==> config.mk <==
export PLATFORM = sky130hd
export DESIGN_NAME = spi_peripheral_responder_flat
export DESIGN_NICKNAME = d
export VERILOG_FILES = /design/src/rtl/spi_resp_pkg.sv /design/src/rtl/spi_peripheral_responder_if.sv /design/src/rtl/spi_resp_sync.sv /design/src/rtl/spi_peripheral_responder.sv /design/src/flat_wrapper.sv
export SDC_FILE = /design/constraint.sdc
export NUM_CORES = 1
export LEC_CHECK = 0
export ABC_AREA = 0
export CAP_MARGIN = 20
export CORE_MARGIN = 2
export CORE_UTILIZATION = 53
export DETAILED_ROUTE_END_ITERATION = 8
export PLACE_DENSITY_LB_ADDON = 0.15
export SYNTH_ARGS = -nofsm -noshare
export SYNTH_HDL_FRONTEND = slang
export SYNTH_SLANG_ARGS = --single-unit
==> constraint.sdc <==
create_clock -name clk -period 1.5 [get_ports clk]
set_input_delay 0.3 -clock clk [delete_from_list [all_inputs] [get_ports clk]]
set_output_delay 0.3 -clock clk [all_outputs]
set_load 0.02 [all_outputs]
==> src/rtl/spi_resp_pkg.sv <==
// Shared types for the SPI mode-0 responder: FSM state encoding and the default underrun word.
package spi_resp_pkg;

    typedef enum logic [0:0] {
        StIdle,
        StShift
    } spi_state_e;

    localparam logic [7:0] IDLE_WORD_DEFAULT = 8'hFF;

endpackage

==> src/rtl/spi_peripheral_responder_if.sv <==
// Parallel byte-stream side of the SPI responder: RX word output, TX word input, status pulses.
interface spi_peripheral_responder_if #(
    parameter int unsigned DATA_WIDTH = 8
) ();

    logic [DATA_WIDTH-1:0] rx_data_o;
    logic                  rx_valid_o;
    logic [DATA_WIDTH-1:0] tx_data_i;
    logic                  tx_valid_i;
    logic                  tx_ready_o;
    logic                  underrun_o;
    logic                  abort_o;

    modport slave (
        output rx_data_o, rx_valid_o, tx_ready_o, underrun_o, abort_o,
        input  tx_data_i, tx_valid_i
    );

    modport master (
        input  rx_data_o, rx_valid_o, tx_ready_o, underrun_o, abort_o,
        output tx_data_i, tx_valid_i
    );

endinterface

==> src/rtl/spi_resp_sync.sv <==
// Multi-flop input synchronizer with rise/fall detection against one extra registered copy.
module spi_resp_sync #(
    parameter int unsigned SYNC_STAGES = 2
) (
    input  logic clk,
    input  logic reset,
    input  logic din,
    output logic dout,
    output logic rise,
    output logic fall
);

    logic [SYNC_STAGES-1:0] stage_q;
    logic                   prev_q;

    // Chain resets low so a CS held low through reset does not look like a fresh falling edge.
    always_ff @(posedge clk) begin
        if (reset) begin
            stage_q <= '0;
            prev_q  <= 1'b0;
        end else begin
            stage_q <= {stage_q[SYNC_STAGES-2:0], din};
            prev_q  <= stage_q[SYNC_STAGES-1];
        end
    end

    assign dout = stage_q[SYNC_STAGES-1];
    assign rise = dout & ~prev_q;
    assign fall = ~dout & prev_q;

endmodule

==> src/rtl/spi_peripheral_responder.sv <==
// SPI mode-0 target, oversampled in the system clock domain. Define SPI_RESP_TX_FIFO_EN to
// replace the single TX holding register with a TX_FIFO_DEPTH-entry FIFO.
module spi_peripheral_responder
    import spi_resp_pkg::*;
#(
    parameter int unsigned           DATA_WIDTH    = 8,
    parameter int unsigned           SYNC_STAGES   = 2,
    parameter logic [DATA_WIDTH-1:0] IDLE_WORD     = DATA_WIDTH'(IDLE_WORD_DEFAULT),
    parameter int unsigned           TX_FIFO_DEPTH = 4
) (
    input  logic                          clk,
    input  logic                          reset,
    input  logic                          sck_i,
    input  logic                          cs_i,
    input  logic                          pico_i,
    output logic                          poci_o,
    output logic                          poci_oe_o,
    spi_peripheral_responder_if.slave     user
);

    localparam int unsigned CntW = $clog2(DATA_WIDTH);

    logic sck_s, sck_rise, sck_fall;
    logic cs_s, cs_rise, cs_fall;
    logic pico_s, pico_rise_unused, pico_fall_unused;

    spi_resp_sync #(.SYNC_STAGES(SYNC_STAGES)) u_sync_sck (
        .clk(clk), .reset(reset), .din(sck_i), .dout(sck_s), .rise(sck_rise), .fall(sck_fall)
    );
    spi_resp_sync #(.SYNC_STAGES(SYNC_STAGES)) u_sync_cs (
        .clk(clk), .reset(reset), .din(cs_i), .dout(cs_s), .rise(cs_rise), .fall(cs_fall)
    );
    spi_resp_sync #(.SYNC_STAGES(SYNC_STAGES)) u_sync_pico (
        .clk(clk), .reset(reset), .din(pico_i), .dout(pico_s),
        .rise(pico_rise_unused), .fall(pico_fall_unused)
    );

    logic                  pop;
    logic                  pop_take;
    logic                  push;
    logic                  store_empty;
    logic [DATA_WIDTH-1:0] store_head;

    assign pop_take = pop & ~store_empty;
    assign push     = user.tx_valid_i & user.tx_ready_o;

`ifdef SPI_RESP_TX_FIFO_EN
    localparam int unsigned PtrW = $clog2(TX_FIFO_DEPTH);

    logic [DATA_WIDTH-1:0] fifo_mem [TX_FIFO_DEPTH];
    logic [PtrW-1:0]       wr_idx_q, rd_idx_q;
    logic [PtrW:0]         count_q;

    assign store_empty     = (count_q == '0);
    assign store_head      = fifo_mem[rd_idx_q];
    // A pop in the same cycle frees a slot, so a full FIFO can still take a push.
    assign user.tx_ready_o = (count_q != (PtrW+1)'(TX_FIFO_DEPTH)) | pop_take;

    always_ff @(posedge clk) begin
        if (push) fifo_mem[wr_idx_q] <= user.tx_data_i;
    end

    always_ff @(posedge clk) begin
        if (reset) begin
            wr_idx_q <= '0;
            rd_idx_q <= '0;
            count_q  <= '0;
        end else begin
            if (push)     wr_idx_q <= wr_idx_q + PtrW'(1);
            if (pop_take) rd_idx_q <= rd_idx_q + PtrW'(1);
            unique case ({push, pop_take})
                2'b10:   count_q <= count_q + (PtrW+1)'(1);
                2'b01:   count_q <= count_q - (PtrW+1)'(1);
                default: count_q <= count_q;
            endcase
        end
    end
`else
    logic [DATA_WIDTH-1:0] hold_q;
    logic                  hold_valid_q;

    assign store_empty     = ~hold_valid_q;
    assign store_head      = hold_q;
    assign user.tx_ready_o = ~hold_valid_q;

    always_ff @(posedge clk) begin
        if (reset) begin
            hold_valid_q <= 1'b0;
        end else begin
            hold_valid_q <= (hold_valid_q & ~pop) | push;
        end
        if (push) hold_q <= user.tx_data_i;
    end
`endif

    spi_state_e            state_q, state_d;
    logic [CntW-1:0]       bit_cnt_q, bit_cnt_d;
    logic [DATA_WIDTH-1:0] rx_shift_q, rx_shift_d;
    logic [DATA_WIDTH-1:0] tx_shift_q, tx_shift_d;
    logic                  rx_done_q, rx_done_d;
    logic                  underrun_q, underrun_d;
    logic                  abort_q, abort_d;
    logic [DATA_WIDTH-1:0] rx_data_q;
    logic                  rx_valid_q;
    logic [DATA_WIDTH-1:0] load_word;

    assign load_word = store_empty ? IDLE_WORD : store_head;

    always_comb begin
        state_d    = state_q;
        bit_cnt_d  = bit_cnt_q;
        rx_shift_d = rx_shift_q;
        tx_shift_d = tx_shift_q;
        rx_done_d  = 1'b0;
        underrun_d = 1'b0;
        abort_d    = 1'b0;
        pop        = 1'b0;
        unique case (state_q)
            StIdle: begin
                if (cs_fall) begin
                    state_d    = StShift;
                    bit_cnt_d  = '0;
                    rx_shift_d = '0;
                    tx_shift_d = load_word;
                    underrun_d = store_empty;
                    pop        = 1'b1;
                end
            end
            StShift: begin
                // CS release wins over any SCK edge seen in the same cycle.
                if (cs_rise) begin
                    state_d   = StIdle;
                    abort_d   = (bit_cnt_q != '0);
                    bit_cnt_d = '0;
                end else if (sck_rise) begin
                    rx_shift_d = {rx_shift_q[DATA_WIDTH-2:0], pico_s};
                    if (bit_cnt_q == CntW'(DATA_WIDTH - 1)) begin
                        bit_cnt_d = '0;
                        rx_done_d = 1'b1;
                    end else begin
                        bit_cnt_d = bit_cnt_q + CntW'(1);
                    end
                end else if (sck_fall) begin
                    if (bit_cnt_q != '0) begin
                        tx_shift_d = {tx_shift_q[DATA_WIDTH-2:0], 1'b0};
                    end else begin
                        tx_shift_d = load_word;
                        underrun_d = store_empty;
                        pop        = 1'b1;
                    end
                end
            end
            default: state_d = StIdle;
        endcase
    end

    always_ff @(posedge clk) begin
        if (reset) begin
            state_q    <= StIdle;
            bit_cnt_q  <= '0;
            rx_shift_q <= '0;
            tx_shift_q <= '0;
            rx_done_q  <= 1'b0;
            underrun_q <= 1'b0;
            abort_q    <= 1'b0;
            rx_data_q  <= '0;
            rx_valid_q <= 1'b0;
        end else begin
            state_q    <= state_d;
            bit_cnt_q  <= bit_cnt_d;
            rx_shift_q <= rx_shift_d;
            tx_shift_q <= tx_shift_d;
            rx_done_q  <= rx_done_d;
            underrun_q <= underrun_d;
            abort_q    <= abort_d;
            rx_valid_q <= rx_done_q;
            if (rx_done_q) rx_data_q <= rx_shift_q;
        end
    end

    assign poci_o          = (state_q == StShift) ? tx_shift_q[DATA_WIDTH-1] : 1'b1;
    assign poci_oe_o       = (state_q == StShift);
    assign user.rx_data_o  = rx_data_q;
    assign user.rx_valid_o = rx_valid_q;
    assign user.underrun_o = underrun_q;
    assign user.abort_o    = abort_q;

endmodule

==> src/flat_wrapper.sv <==
// flat-port wrapper written by rule: the top's interface ports become plain ports
module spi_peripheral_responder_flat import spi_resp_pkg::*;
#(
    parameter int unsigned           DATA_WIDTH    = 8,
    parameter int unsigned           SYNC_STAGES   = 2,
    parameter logic [DATA_WIDTH-1:0] IDLE_WORD     = DATA_WIDTH'(IDLE_WORD_DEFAULT),
    parameter int unsigned           TX_FIFO_DEPTH = 4
)
  (clk, reset, sck_i, cs_i, pico_i, poci_o, poci_oe_o, user_rx_data_o, user_rx_valid_o, user_tx_ready_o, user_underrun_o, user_abort_o, user_tx_data_i, user_tx_valid_i);
  spi_peripheral_responder_if #(.DATA_WIDTH(DATA_WIDTH)) user_i ();
  input  logic clk;
  input  logic reset;
  input  logic sck_i;
  input  logic cs_i;
  input  logic pico_i;
  output logic poci_o;
  output logic poci_oe_o;
  output wire logic [$bits(user_i.rx_data_o)-1:0] user_rx_data_o;
  output wire logic [$bits(user_i.rx_valid_o)-1:0] user_rx_valid_o;
  output wire logic [$bits(user_i.tx_ready_o)-1:0] user_tx_ready_o;
  output wire logic [$bits(user_i.underrun_o)-1:0] user_underrun_o;
  output wire logic [$bits(user_i.abort_o)-1:0] user_abort_o;
  input wire logic [$bits(user_i.tx_data_i)-1:0] user_tx_data_i;
  input wire logic [$bits(user_i.tx_valid_i)-1:0] user_tx_valid_i;
  assign user_rx_data_o = user_i.rx_data_o;
  assign user_rx_valid_o = user_i.rx_valid_o;
  assign user_tx_ready_o = user_i.tx_ready_o;
  assign user_underrun_o = user_i.underrun_o;
  assign user_abort_o = user_i.abort_o;
  assign user_i.tx_data_i = user_tx_data_i;
  assign user_i.tx_valid_i = user_tx_valid_i;
  spi_peripheral_responder #(.DATA_WIDTH(DATA_WIDTH), .SYNC_STAGES(SYNC_STAGES), .IDLE_WORD(IDLE_WORD), .TX_FIFO_DEPTH(TX_FIFO_DEPTH)) u_core (.clk(clk), .reset(reset), .sck_i(sck_i), .cs_i(cs_i), .pico_i(pico_i), .poci_o(poci_o), .poci_oe_o(poci_oe_o), .user(user_i));
endmodule
==> results of run 1 <==
[cell families after synthesis]
logic type      Yosys count  synth area share, %
buf+inv                  26                 5.23
compound gates           53                 21.2
fa+ha+maj                 3                 1.82
flops                    49                 51.6
simple gates             56                 15.8
mux                       9                 4.38
[registers in the layout, indices dropped and copies added, names as in the netlist]
name                        cells
u_core.hold_q                   8
u_core.rx_shift_q               8
u_core.tx_shift_q               8
u_core.user.rx_data_o           8
u_core.bit_cnt_q                3
u_core.u_sync_cs.stage_q        2
u_core.u_sync_pico.stage_q      2
u_core.u_sync_sck.stage_q       2
u_core.hold_valid_q             1
u_core.poci_oe_o                1
u_core.rx_done_q                1
u_core.u_sync_cs.prev_q         1
u_core.u_sync_sck.prev_q        1
u_core.user.abort_o             1
u_core.user.rx_valid_o          1
u_core.user.underrun_o          1
[final timing paths]
| check | slack, ns | start | to | cells after the start |
|---|---|---|---|---|
| max | 0.10 | u_core.poci_oe_o | poci_o | 2 |
| min | 0.44 | u_core.u_sync_pico.stage_q[0] | u_core.u_sync_pico.stage_q[1] | 1 |
| max reg2reg | 0.11 | u_core.poci_oe_o | u_core.tx_shift_q[3] | 4 |
| min reg2reg | 0.44 | u_core.u_sync_pico.stage_q[0] | u_core.u_sync_pico.stage_q[1] | 1 |
[layout by cell type, fill, tap and decap left out, types with 4 or more instances in the layout]
cell,count
dfxtp_1,40
nor2b_1,21
o311ai_0,15
dlygate4sd2_1,14
buf_4,14
clkdlybuf4s50_1,13
nand4_1,11
a21oi_1,10
mux2i_1,9
nor2_1,9
edfxtp_1,8
o31ai_1,7
o31ai_2,7
clkbuf_8,6
inv_1,5
nand2b_1,5
a211oi_2,4
[worst max-delay path: cells and delay by family, from the launching register on]
family | cells | cell delay (ns)
DFF | 1 | 0.41
and+or+nand+nor | 1 | 0.07
buffers and inverters | 1 | 0.32
[power by group through the flow]
stage	registers, W	clock network (W)	logic (W)
after floorplan	0.00142	0	0.000113
after global placement	0.00142	0	0.000202
after detailed placement	0.00142	0	0.000210
after CTS	0.00139	0.000816	0.000207
after global routing	0.00140	0.000877	0.000231
final	0.00139	0.000798	0.000214
[per-layer routing]
metal	GRT usage (%)	share of wire, %
met5	0	0
met4	5.61	0.51
met3	6.13	5.1
met2	35.1	47
met1	30.6	48
[cell type report]
type                    instances  share of cell area [%]
repair buffers                 42                    14.9
well taps                      48                    2.36
clock buffers                   6                    3.25
clock inverters                 2                   0.542
multi-input cells             121                    36.3
inverters                       6                   0.887
flip-flops and latches         49                    41.8
[timing repair]
item / CTS / global route
resized for setup: 16 / 7
buffers inserted: 0 / 0
setup endpoints to repair: 22 / 7
hold buffers: 0 / 0
pin swaps: 0 / 0
[per-stage QoR]
stage	hold WS (ns)	instances
2_1_floorplan	0.399	196
3_3_place_gp	0.417	266
3_5_place_dp	0.424	266
4_1_cts	0.444	274
5_1_grt	0.483	274
6_report	0.442	274
==> summary.md, run 1 <==
| Metric | Value |
|---|---|
| TritonCTS buffer count | `5` |
| Top post-synthesis cells by area | `dfxtp_1 40%, edfxtp_1 12%, nor2b_1 6.7%` |
| CTS tree | `done` |
| Final setup vio count | `0` |
| Clk_skew | `0.00310 ns` |
| Psw | `0.000562 W` |
| Critical Path Slowest Stage Cell | `dfxtp_2` |
| Yosys synthesis warning count | `0` |
| Nets | `242` |
| Synth Instances | `196` |
| Tot GR Track Use | `22.4%` |
| Leading area contributor after synthesis | `dfxtp_1` |
| Final hold vios | `0` |
| Hold crit path type | `reg2reg` |
| Peak supply drop | `0.000659 V` |
| Pwr dens | `947 mW/mm^2` |
| I/O pin count | `28` |
| Leak pwr | `0.950 nW` |
| Post-placement setup slack | `-0.0431 ns` |
| Net Sw Frac | `23.4%` |
| Setup CP Type | `reg2out` |
| Die width | `66.3 um` |
| Total routed wirelength | `4510 um` |
| PnR worst setup slack | `0.102 ns` |
| Crit. End Element | `output port` |
| Chip height | `66.3 um` |
| Synth cell count leaders | `41 x dfxtp_1, 22 x nor2b_1, 15 x clkbuf_1, 15 x o311ai_0, 11 x nand4_1` |
| Seq pwr share | `57.9%` |
| Core Footprint | `0.00369 mm^2` |
| Post-Place Cell Area | `0.00243 mm^2` |
| Full die area | `0.00440 mm^2` |
| Tightest Pin Transition | `0.518 ns` |
| Latest clock arrival within the worst-skew pair | `0.30 ns` |
| Root Driver | `clkbuf_8` |
| Global-route wire length before repair | `7360 um` |
| Area grow syn2layout | `23.4%` |
| Crit start category | `register` |
| Final period utilization | `93.2%` |
| Max incr delay on CP | `0.41 ns` |
| Starting DRT DRC Count | `113` |
| Max cap viols | `0` |
| Clk buf depth | `2` |
| Power Internal | `0.00184 W` |
| Filler cell count in the final layout | `297` |
| Initial antenna violation count | `0` |
| Post-Syn Area per Cell | `10.5 um^2` |
| Antenna-violating nets left | `0` |
| Mapped cell area | `0.00206 mm^2` |
| Post-synth top area share | `39.9%` |
| Drt via density | `5.93` |
| Crit path max fanout | `6` |
| Largest net degree at the start of global routing | `26` |
| H-tree depth | `2` |
| CP cell instances | `nand2b_1, dlygate4sd2_1` |
| Seq. cell area | `0.00106 mm^2` |
| Seq/Total Area, Yosys | `51.6%` |
| First-pass DRT Iterations | `4` |
| Final Max Tran Viols | `0` |
| Status | `complete, no violations` |
| CP Data Required Time | `1.20 ns` |
| Initial core utilization | `55.8%` |
| Detailed-route via count | `1626` |
| Comb power frac | `8.9%` |
| Vias in the first global route | `1532` |
| Number of enable-type register cells in the synthesized netlist | `8` |
| Unrepaired setup endpoints after global routing | `false` |
| Yosys reg bits | `49` |
| Setup Total Neg Slack | `0 ns` |
| Clock power share | `33.2%` |
| Count leader, synth | `dfxtp_1` |
| Share of layout cells above drive strength 1 | `17.3%` |
| Fin area | `0.00254 mm^2` |
| Ys flop type | `dfxtp_1` |
| Hpwl dp | `3220 um` |
| Worst path arrival time | `1.10 ns` |
| Max_slew headroom | `65.4%` |
| Final Util | `68.9%` |
| Area taken by multi-input logic gates | `921 um^2` |
| Grt ovf | `0` |
| Async SR Flop Fraction | `0%` |
| Minimum clock period | `1.40 ns` |
| Wire length per cell | `16.5 um` |
| Reg clk slew, reported paths | `0.09 ns` |
| Synth Net Count | `213` |
| Residual DRC | `0` |
| Fmax | `715 MHz` |
| Total power | `0.00241 W` |
| CTS Sinks | `49` |
| Row count | `22` |
| Unique cell type count in the Yosys netlist | `30` |
| Final Wtd Congestion | `0.843` |
| Inserted Diodes | `0` |
| # port buffers | `27` |
No activity file was read; power rests on OpenSTA's default activity.
==> run 2, diff against run 1 <==
- TNS_END_PERCENT: unset -> 50
==> summary.md, run 2 (same netlist as run 1, synthesis figures left out) <==
| Metric | Value |
|---|---|
| Core Footprint | `0.00369 mm^2` |
| Initial antenna violation count | `0` |
| Worst r2r src | `u_core.poci_oe_o` |
| Crit start category | `register` |
| Status | `complete, no violations` |
| Clock power share | `33.2%` |
| Unrepaired setup endpoints after global routing | `false` |
| Setup CP Type | `reg2out` |
| CTS tree | `done` |
| Met2 usage | `35.1%` |
| Power Internal | `0.00184 W` |
| R2R depth | `4` |
| CTS Sinks | `49` |
| FF-to-FF setup slack | `0.11 ns` |
| Root Driver | `clkbuf_8` |
| Worst path arrival time | `1.10 ns` |
| Net Sw Frac | `23.3%` |
| Crit path max fanout | `6` |
| Leak pwr | `0.949 nW` |
| Share of layout cells above drive strength 1 | `16.8%` |
| PnR worst setup slack | `0.101 ns` |
| Detailed-route via count | `1624` |
| Max_slew headroom | `65.7%` |
| Clk_skew | `0.00281 ns` |
| Nets | `242` |
| Total routed wirelength | `4500 um` |
| Vias in the first global route | `1532` |
| Initial core utilization | `55.8%` |
| First-pass DRT Iterations | `4` |
| Hold Crit Start | `u_core.u_sync_pico.stage_q[0]` |
| GR Util met1 | `30.6%` |
| Fin area | `0.00253 mm^2` |
| Residual DRC | `0` |
| Clk buf depth | `2` |
| Post-placement setup slack | `-0.0431 ns` |
| Hold Path Depth | `1` |
| Seq pwr share | `58.0%` |
| Most frequent cells in the layout | `40 x dfxtp_1, 21 x nor2b_1, 15 x o311ai_0` |
| Hold crit path type | `reg2reg` |
| Reg clk slew, reported paths | `0.09 ns` |
| Global-route wire length before repair | `7360 um` |
| Inserted Diodes | `0` |
| Pwr dens | `949 mW/mm^2` |
| Final Max Tran Viols | `0` |
| Grt ovf | `0` |
| RR Endpoint | `u_core.tx_shift_q[3]` |
| Fmax | `715 MHz` |
| # port buffers | `27` |
| Final period utilization | `93.3%` |
| Met3 global-route usage | `6.13%` |
| Full die area | `0.00440 mm^2` |
| Crit path launch | `u_core.poci_oe_o` |
| Leading cell type in the layout, fill and taps excluded | `dfxtp_1` |
| Setup Total Neg Slack | `0 ns` |
| Worst Hold End | `u_core.u_sync_pico.stage_q[1]` |
| Post-Place Cell Area | `0.00243 mm^2` |
| Largest net degree at the start of global routing | `26` |
| CP Data Required Time | `1.20 ns` |
| Area grow syn2layout | `23.2%` |
| Final Util | `68.7%` |
| Starting DRT DRC Count | `112` |
| Tot GR Track Use | `22.4%` |
| Wire length per cell | `16.4 um` |
| Tightest Pin Transition | `0.514 ns` |
| Die width | `66.3 um` |
| Chip height | `66.3 um` |
| H-tree depth | `2` |
| Row count | `22` |
| TritonCTS buffer count | `5` |
| I/O pin count | `28` |
| Drt via density | `5.93` |
| Antenna-violating nets left | `0` |
| Psw | `0.000561 W` |
| Crit. End Element | `output port` |
| Minimum clock period | `1.40 ns` |
| Latest clock arrival within the worst-skew pair | `0.30 ns` |
| Final hold vios | `0` |
| Final setup vio count | `0` |
| Hpwl dp | `3220 um` |
| Comb power frac | `8.8%` |
| Max cap viols | `0` |
| Final Wtd Congestion | `0.843` |
| Peak supply drop | `0.000661 V` |
| GRT Max-Usage Layer | `met2` |
==> run 2: how the worst max path moves through the flow <==
stage,to,slack [ns],depth (start not counted)
3_3_place_gp,u_core.tx_shift_q[0],-0.003,5
2_1_floorplan,u_core.tx_shift_q[1],0.03,4
6_report,poci_o,0.10,2
4_1_cts,u_core.tx_shift_q[5],0.05,5
3_5_place_dp,u_core.tx_shift_q[0],-0.04,5
5_1_grt,u_core.tx_shift_q[1],0.03,4
==> run 2: timing repair <==
item,in CTS,in global routing
resized for setup,16,6
setup buffers,0,0
pin swaps,0,0
hold buffers,0,0
setup endpoints to repair,22,7
==> run 2: area by class of cell <==
cell class | count | area (um^2)
Tap cell | 48 | 60.1
Fill cell | 299 | 1150
Multi-Input combinational cell | 121 | 916
Sequential cell | 49 | 1060
Clock inverter | 2 | 13.8
Clock buffer | 6 | 82.6
Timing Repair Buffer | 42 | 378
Inverter | 6 | 22.5
==> run 2: metal layers <==
| layer | vias up | routed length (um) |
|---|---|---|
| met5 | - | 0 |
| met4 | 0 | 34 |
| met3 | 4 | 232 |
| met2 | 53 | 2090 |
| met1 | 775 | 2140 |
| li1 | 792 | - |
==> run 2: stage by stage <==
stage / hold WS (ns) / cells / total power, W
3_5_place_dp: 0.424 / 266 / 0.00163
6_report: 0.442 / 274 / 0.00240
4_1_cts: 0.444 / 274 / 0.00241
3_3_place_gp: 0.417 / 266 / 0.00162
5_1_grt: 0.483 / 274 / 0.00250
2_1_floorplan: 0.399 / 196 / 0.00153
==> run 2: critical path, stage by stage, from the launching register on <==
cell           delay (ns)
dfxtp_2              0.41
nand2b_1             0.07
dlygate4sd2_1        0.32
==> run 2: power groups by stage <==
stage               clock network (W)  logic (W)  registers (W)
CTS                          0.000816   0.000207        0.00139
global route                 0.000877   0.000230        0.00140
floorplan                           0   0.000113        0.00142
detailed placement                  0   0.000210        0.00142
global placement                    0   0.000202        0.00142
finish                       0.000799   0.000213        0.00139
==> variant (config.mk and constraints of run 1) <==
`DATA_WIDTH` is set to 8 in 3 places; all go to 4.
--- a/src/rtl/spi_peripheral_responder_if.sv
+++ b/src/rtl/spi_peripheral_responder_if.sv
@@ -1,6 +1,6 @@
 // Parallel byte-stream side of the SPI responder: RX word output, TX word input, status pulses.
 interface spi_peripheral_responder_if #(
-    parameter int unsigned DATA_WIDTH = 8
+    parameter int unsigned DATA_WIDTH = 4
 ) ();
 
     logic [DATA_WIDTH-1:0] rx_data_o;
--- a/src/rtl/spi_peripheral_responder.sv
+++ b/src/rtl/spi_peripheral_responder.sv
@@ -3,7 +3,7 @@
 module spi_peripheral_responder
     import spi_resp_pkg::*;
 #(
-    parameter int unsigned           DATA_WIDTH    = 8,
+    parameter int unsigned           DATA_WIDTH    = 4,
     parameter int unsigned           SYNC_STAGES   = 2,
     parameter logic [DATA_WIDTH-1:0] IDLE_WORD     = DATA_WIDTH'(IDLE_WORD_DEFAULT),
     parameter int unsigned           TX_FIFO_DEPTH = 4
--- a/src/flat_wrapper.sv
+++ b/src/flat_wrapper.sv
@@ -1,7 +1,7 @@
 // flat-port wrapper written by rule: the top's interface ports become plain ports
 module spi_peripheral_responder_flat import spi_resp_pkg::*;
 #(
-    parameter int unsigned           DATA_WIDTH    = 8,
+    parameter int unsigned           DATA_WIDTH    = 4,
     parameter int unsigned           SYNC_STAGES   = 2,
     parameter logic [DATA_WIDTH-1:0] IDLE_WORD     = DATA_WIDTH'(IDLE_WORD_DEFAULT),
     parameter int unsigned           TX_FIFO_DEPTH = 4
Interface: changed (resized user_rx_data_o and user_tx_data_i); port bits go from 28 to 20. The function was not compared with the original's and may differ.
==> variant against run 1 <==
  * Synthesized area decreased by 39%
  * Design area is 38% lower
  * Setup slack worse by 0.0096 ns
  * Clock power decreased by 9.5%
  * Total power fell by 28%
  * Sequential share of layout area rose by 1.6 points
  * Sequential cell count down 17
  * Highest routed layer unchanged
  * Routed wire length decreased by 55%
==> variant: results (changes against run 1) <==
The run finished with clean final reports. The worst hold path begins at u_core.u_sync_sck.stage_q[0]$_SDFF_PP0_. The biggest fanout along the worst timing path is 2 (-4). The placed instance count came out at 160 (-40%).

The endpoint of the worst hold-timing path is u_core.u_sync_sck.stage_q[1]$_SDFF_PP0_. By count the netlist is led by sky130_fd_sc_hd__dfxtp_1 (28), sky130_fd_sc_hd__nor2b_1 (14), sky130_fd_sc_hd__nor2_1 (12), sky130_fd_sc_hd__mux2i_1 (9), sky130_fd_sc_hd__clkbuf_1 (5). The share of the synthesized area in compound gates (AO/OA/AOI/OAI) came out at 0.09300 (-0.1192). The number of nets in the finished design came to 151 (-38%). The number of vias in the routed layout is 844 (-48%). The wire length of the first global-routing pass is 3.263 mm (-56%). The sequential share of cell area was 0.4343 (+0.01604).

Ranked by total cell area, the synthesized netlist is headed by sky130_fd_sc_hd__dfxtp_1 (45%), sky130_fd_sc_hd__edfxtp_1 (9.6%), sky130_fd_sc_hd__mux2i_1 (7.2%). The layout cell share with drive strength beyond 1 came out at 0.1714 (-0.001138). The largest net degree at the start of global routing came out at 12 (-54%).

The area share of fa/ha/maj cells after synthesis is 0.02000 (+0.001763). The number of clock buffers in the layout came out at 7 (+1). The leakage power came out at 0.6675 nW (-30%).

The worst slack at placement is 0.07305 ns (+0.1161 ns). The final routed wire length divided by cell count is 12.05 um (-27%). The insertion delay of the later-clocked pin in the worst-skew pair is 0.33 ns (+0.03 ns).

The number of global-route vias before repair was 763 (-50%). The layout multi-input combinational cell count came to 73 (-40%). The utilization after layout is 0.7098 (+0.02124). The number of filler cells placed in the layout was 174 (-41%). The number of instances in the synthesized netlist came out at 115 (-41%).

The global router's overall resource usage is 0.1731 (-0.05070). The routed via count divided by cell count came out at 5.024 (-15%). The worst hold margin is 0.4447 ns (+0.002330 ns). The count of plain and timing-repair buffers in the layout is 24 (-43%). The width of the die was 52.59 um (-21%). The cell at the root of the clock tree is sky130_fd_sc_hd__clkbuf_4. The setup clock skew after layout is 0.005496 ns (+0.002394 ns).

The standard cell area after detailed placement was 1479 sq um (-39%). The number of endpoints with negative hold slack in the final report came out at 0 (unchanged). The transition time at the pin with the least slew margin is 0.4276 ns (-0.09020 ns). The number of nets produced by synthesis is 127 (-40%).

The multiplexer area fraction after synthesis is 0.07200 (+0.02823). The number of enable flip-flop cells after synthesis is 4 (-4).
[variant: changes by cell type after synthesis, moves of 7 or more]
cell                              run 1  this run
sky130_fd_sc_hd__a211oi_1             7         0
sky130_fd_sc_hd__a21oi_1             10         3
sky130_fd_sc_hd__clkbuf_1            15         5
sky130_fd_sc_hd__dfxtp_1             41        28
sky130_fd_sc_hd__nand4_1             11         1
sky130_fd_sc_hd__nor2b_1             22        14
sky130_fd_sc_hd__o311ai_0            15         0
sky130_fd_sc_hd__o31ai_1              7         0
sky130_fd_sc_hd__o31ai_2              7         0
[variant: power breakdown]
group / internal (W) / switching, W
registers: 0.000891 / 0.0000116
logic: 0.0000581 / 0.0000529
clock network: 0.000442 / 0.000279
[variant: routing by layer]
metal	track usage	wire, um
met1	0.1832	846
met2	0.2875	1036
met3	0.08571	114
met4	0.07692	27
met5	0	0
[variant: how the worst max path moves through the flow]
stage                                            from  cells past startpoint                                end  slack, ns
floorplan                 u_core.poci_oe_o$_SDFF_PP0_                      5  u_core.tx_shift_q[0]$_SDFFE_PP0P_       0.14
global placement                      user_tx_valid_i                      2         u_core.hold_q[3]$_DFFE_PP_       0.10
detailed placement                    user_tx_valid_i                      2         u_core.hold_q[0]$_DFFE_PP_       0.07
CTS                       u_core.poci_oe_o$_SDFF_PP0_                      2                             poci_o       0.03
global route        u_core.tx_shift_q[3]$_SDFFE_PP0P_                      2                             poci_o       0.03
finish              u_core.tx_shift_q[3]$_SDFFE_PP0P_                      2                             poci_o       0.09
[variant: worst max-delay path, cell delays in order (launching register included)]
cell                            delay [ns]
sky130_fd_sc_hd__dfxtp_1              0.36
sky130_fd_sc_hd__nand2b_1             0.10
sky130_fd_sc_hd__dlygate4sd2_1        0.32
[variant: repair_timing]
item	in CTS	in global routing
endpoints found under the setup margin	10	4
resized for setup	10	3
pin swaps	0	0
